==> config.mk <==
export PLATFORM = sky130hd
export DESIGN_NAME = cnt_mod
export DESIGN_NICKNAME = d
export VERILOG_FILES = /design/src/rtl/cnt_mod.sv
export SDC_FILE = /design/constraint.sdc
export NUM_CORES = 1
export LEC_CHECK = 0
export CAP_MARGIN = 10
export CORE_AREA = 2 2 39 41
export DETAILED_ROUTE_END_ITERATION = 7
export DIE_AREA = 0 0 41 43
export MAX_ROUTING_LAYER = met4
export PLACE_DENSITY_LB_ADDON = 0.12
export SLEW_MARGIN = 20
export SYNTH_ARGS = -nofsm -noshare
export SYNTH_HDL_FRONTEND = slang
export SYNTH_SLANG_ARGS = --single-unit
==> constraint.sdc <==
create_clock -name clk -period 3.5 [get_ports clk]
set_input_delay 0.35 -clock clk [delete_from_list [all_inputs] [get_ports clk]]
set_output_delay 0.35 -clock clk [all_outputs]
set_load 0.05 [all_outputs]
==> src/rtl/cnt_mod.sv <==
// cnt_mod: parametrised up/down modulo counter with synchronous load.
// Counts 0..MAX_VAL, clamps out-of-range loads to MAX_VAL, flags the
// terminal count combinationally (tc) and emits a registered one-cycle
// wrap pulse after each boundary event.
// Build option: define CNT_MOD_SATURATE_EN to hold at the boundary instead
// of wrapping (wrap is then never asserted).
module cnt_mod #(
  parameter int unsigned      WIDTH   = 4,
  parameter logic [WIDTH-1:0] MAX_VAL = WIDTH'((64'd1 << WIDTH) - 64'd1)
) (
  input  logic             clk,
  input  logic             rst,
  input  logic             en,
  input  logic             up,
  input  logic             load,
  input  logic [WIDTH-1:0] count_in,
  output logic [WIDTH-1:0] count,
  output logic             tc,
  output logic             wrap
);

  localparam logic [WIDTH-1:0] ONE = WIDTH'(1);

  logic [WIDTH-1:0] count_reg;
  logic [WIDTH-1:0] count_next;
  logic             wrap_reg;
  logic             wrap_next;
  logic             at_max;
  logic             at_zero;
  logic             boundary;

  assign at_max  = (count_reg == MAX_VAL);
  assign at_zero = (count_reg == '0);

  // Terminal count: high on the cycle whose edge would cross a boundary.
  assign tc = en & ((up & at_max) | (~up & at_zero));

  // A boundary event only happens when counting, never on a load cycle.
  assign boundary = tc & ~load;

  // Next-state selection: load beats counting; no inputs means hold.
  always_comb begin
    count_next = count_reg;
    wrap_next  = 1'b0;
    if (load) begin
      count_next = (count_in > MAX_VAL) ? MAX_VAL : count_in;
    end else if (en) begin
      if (boundary) begin
`ifdef CNT_MOD_SATURATE_EN
        count_next = count_reg;
`else
        count_next = up ? '0 : MAX_VAL;
        wrap_next  = 1'b1;
`endif
      end else if (up) begin
        count_next = count_reg + ONE;
      end else begin
        count_next = count_reg - ONE;
      end
    end
  end

  // State registers; reset clears the count and drops any pending wrap.
  always_ff @(posedge clk) begin
    if (rst) begin
      count_reg <= '0;
      wrap_reg  <= 1'b0;
    end else begin
      count_reg <= count_next;
      wrap_reg  <= wrap_next;
    end
  end

  assign count = count_reg;
  assign wrap  = wrap_reg;

endmodule

==> out/qor.txt <==
status: complete, no violations
Mean Syn Cell Area: 8.48 sq um
Data arrival, critical path: 2.46 ns
Hold/Removal Path Class: register to register
Worst-Skew Late Latency: 0.24 ns
Area contributors post-synth: dfxtp_1 26%, a21oi_1 6.6%, ha_1 6.6%, fa_1 5.2%, nor2_1 4.9%
DRT iter0 DRCs: 12
die width: 41 um
Fmax: 0.356 GHz
Max VDD drop: 147 uV
count of cell types in the netlist: 27
cts repair resizes: 0
commonest non-fill, non-tap cell in the layout: clkdlybuf4s50_1
die height: 43 um
antenna violations before repair: 0
diode count: 0
gr usage total: 0.126
r2r endpoint: count[3]$_SDFFE_PP0P_
dpl ws: 0.710 ns
Most used DFF post-synth: dfxtp_1
Clk pin slew, worst setup/hold paths: 0.04 ns
Hold Crit Endpoint: count[2]$_SDFFE_PP0P_
Hold Path Origin: count[2]$_SDFFE_PP0P_
r2r setup slk: 1.74 ns
Vias/cell: 4.96
Syn Inst Count: 45
WS Path Type: input pin to output port
part of the power in registers: 0.333
Power Dens Cells: 369 mW/mm^2
switch share: 0.336
Vias: 387
Rows: 14
first-pass GRT wire length: 1480 um
Area growth, synth to finish: 46.9%
Hold Buf Count CTS: 0
Synth warnings: 0
Die ar.: 0.00176 sq mm
fraction of registers with async set/reset: 0
slowest stage delay, CP: 0.81 ns
Wirelength per Cell: 11.1 um
crit path launch type: input pin
clk buf depth: 2
leakage power: 0.000240 uW
CTS Sinks: 5
total gr overflow: 0
Clock Skew: 0.00334 ns
DRT Pass-1 Iters: 5
largest net degree at the start of global routing: 13
register bit count reported by yosys: 5
Residual DRC: 0
Max stage delay cell, worst path: clkdlybuf4s50_1
post-synth top area share: 0.262
critical path peak fanout: 5
antenna viol nets, final: 0
Worst setup EP type: output port
register area share after synthesis: 0.262
cts bufs inserted: 3
Max Transition Viols Final: 0
WP data required: 3.15 ns
Yosys top cell by area: dfxtp_1
max FFs per register: 4
Slew @ Worst Pin: 0.463 ns
fin nets: 75
layout cells sized above 1: 0.113
cells along the critical path: clkdlybuf4s50_1 > or4_4 > or2_0 > a21oi_2 > clkdlybuf4s50_1
Worst R2R Path Depth: 5
combinational share of power: 0.345
CTS tree: yes
Final Hold Fails: 0
max cap viols: 0
slew margin rel.: 0.683
GPL Wtd Cong: 0.725
Non-Filler Instances: 78
cell count of the worst hold path: 2
Max H-tree Level: 1
final core utilization: 0.405
net switching power: 69.5 uW
Post-DP HPWL: 660 um
placed instance count: 74
Post-Syn Nets: 57
root buffer cell: clkbuf_4
port bufs: 14
Routed WL: 866 um
RSZ-0062 raised after global routing: no
commonest non-fill, non-tap cells in the layout: 14 x clkdlybuf4s50_1, 5 x a21oi_1, 5 x nor2_1, 5 x dfxtp_1, 4 x inv_1
post-layout min period: 2.81 ns
Internal Power: 137 uW
CP dominant cell by count: clkdlybuf4s50_1
reg-to-reg critical path startpoint: count[2]$_SDFFE_PP0P_
Core Box Area: 0.00138 sq mm
Setup violations, final: 0
fin worst setup slack: 0.694 ns
I/O Pins: 15
sum of negative setup slack: 0 ns
Final period util: 0.802
Clk network pwr share: 0.322
Starting Density: 0.276
Post-CTS Setup Inserts: 0
number of global-route vias before repair: 373
Mapped Area: 382 sq um
EDFF count, synth: 0
## final cells by class
class	count	area [sq um]
sequential	5	100
clock buffer	4	26.3
fill	157	823
timing repair buffer	14	140
inverter	4	15.0
multi-input combinational	35	259
tap	16	20.0
## power by group through the flow
stage / registers [uW] / logic, uW / clock network [uW]
after detailed placement: 69.9 / 71.3 / 0
after global placement: 70.1 / 71.8 / 0
after floorplan: 84.1 / 30.6 / 0
after global routing: 69.7 / 77.7 / 74.2
final: 68.7 / 71.4 / 66.6
after CTS: 68.9 / 72.1 / 71.7
## worst max-delay path: cells and delay by family
family | cells | cell delay, ns
AO/OA/AOI/OAI | 1 | 0.14
AND/OR/NAND/NOR | 2 | 0.68
buffers and inverters | 2 | 1.28
## how the worst max path moves through the flow
stage	slack [ns]	endpoint	startpoint	depth (start not counted)
after CTS	0.68	tc	up	5
after floorplan	1.31	tc	count[1]$_SDFFE_PP0P_	3
after detailed placement	0.71	tc	up	5
final	0.69	tc	up	5
after global routing	0.61	tc	up	5
after global placement	0.70	tc	up	5
## metrics by stage
stage	power [uW]	hold slack (ns)	instance area (sq um)
after floorplan	115	0.421	382
after global routing	222	0.668	561
after detailed placement	141	0.609	534
final	207	0.613	561
after CTS	213	0.621	561
after global placement	142	0.620	534
## cell families (layout without fill, tap and decap cells)
group	after synthesis	after routing	synth area share
simple gates	17	17	0.282
compound gates	13	13	0.233
flops	5	5	0.262
buf+inv	5	22	0.0590
fa+ha+maj	3	3	0.118
xor+xnor	2	2	0.0459
## routing by layer
| metal | vias up | GRT usage | part of all wire |
|---|---|---|---|
| li1 | 200 | - | - |
| met1 | 176 | 0.174 | 0.46 |
| met2 | 9 | 0.166 | 0.47 |
| met3 | 2 | 0.0157 | 0.054 |
| met4 | 0 | 0.0800 | 0.0046 |
| met5 | - | - | 0 |
## synthesized netlist by cell type, types with 2 or more instances
| master | number |
|---|---|
| dfxtp_1 | 5 |
| nor2_1 | 5 |
| a21oi_1 | 5 |
| nor3_1 | 2 |
| a211o_1 | 2 |
| ha_1 | 2 |
| inv_1 | 4 |
(Power assumes the default switching activity.)
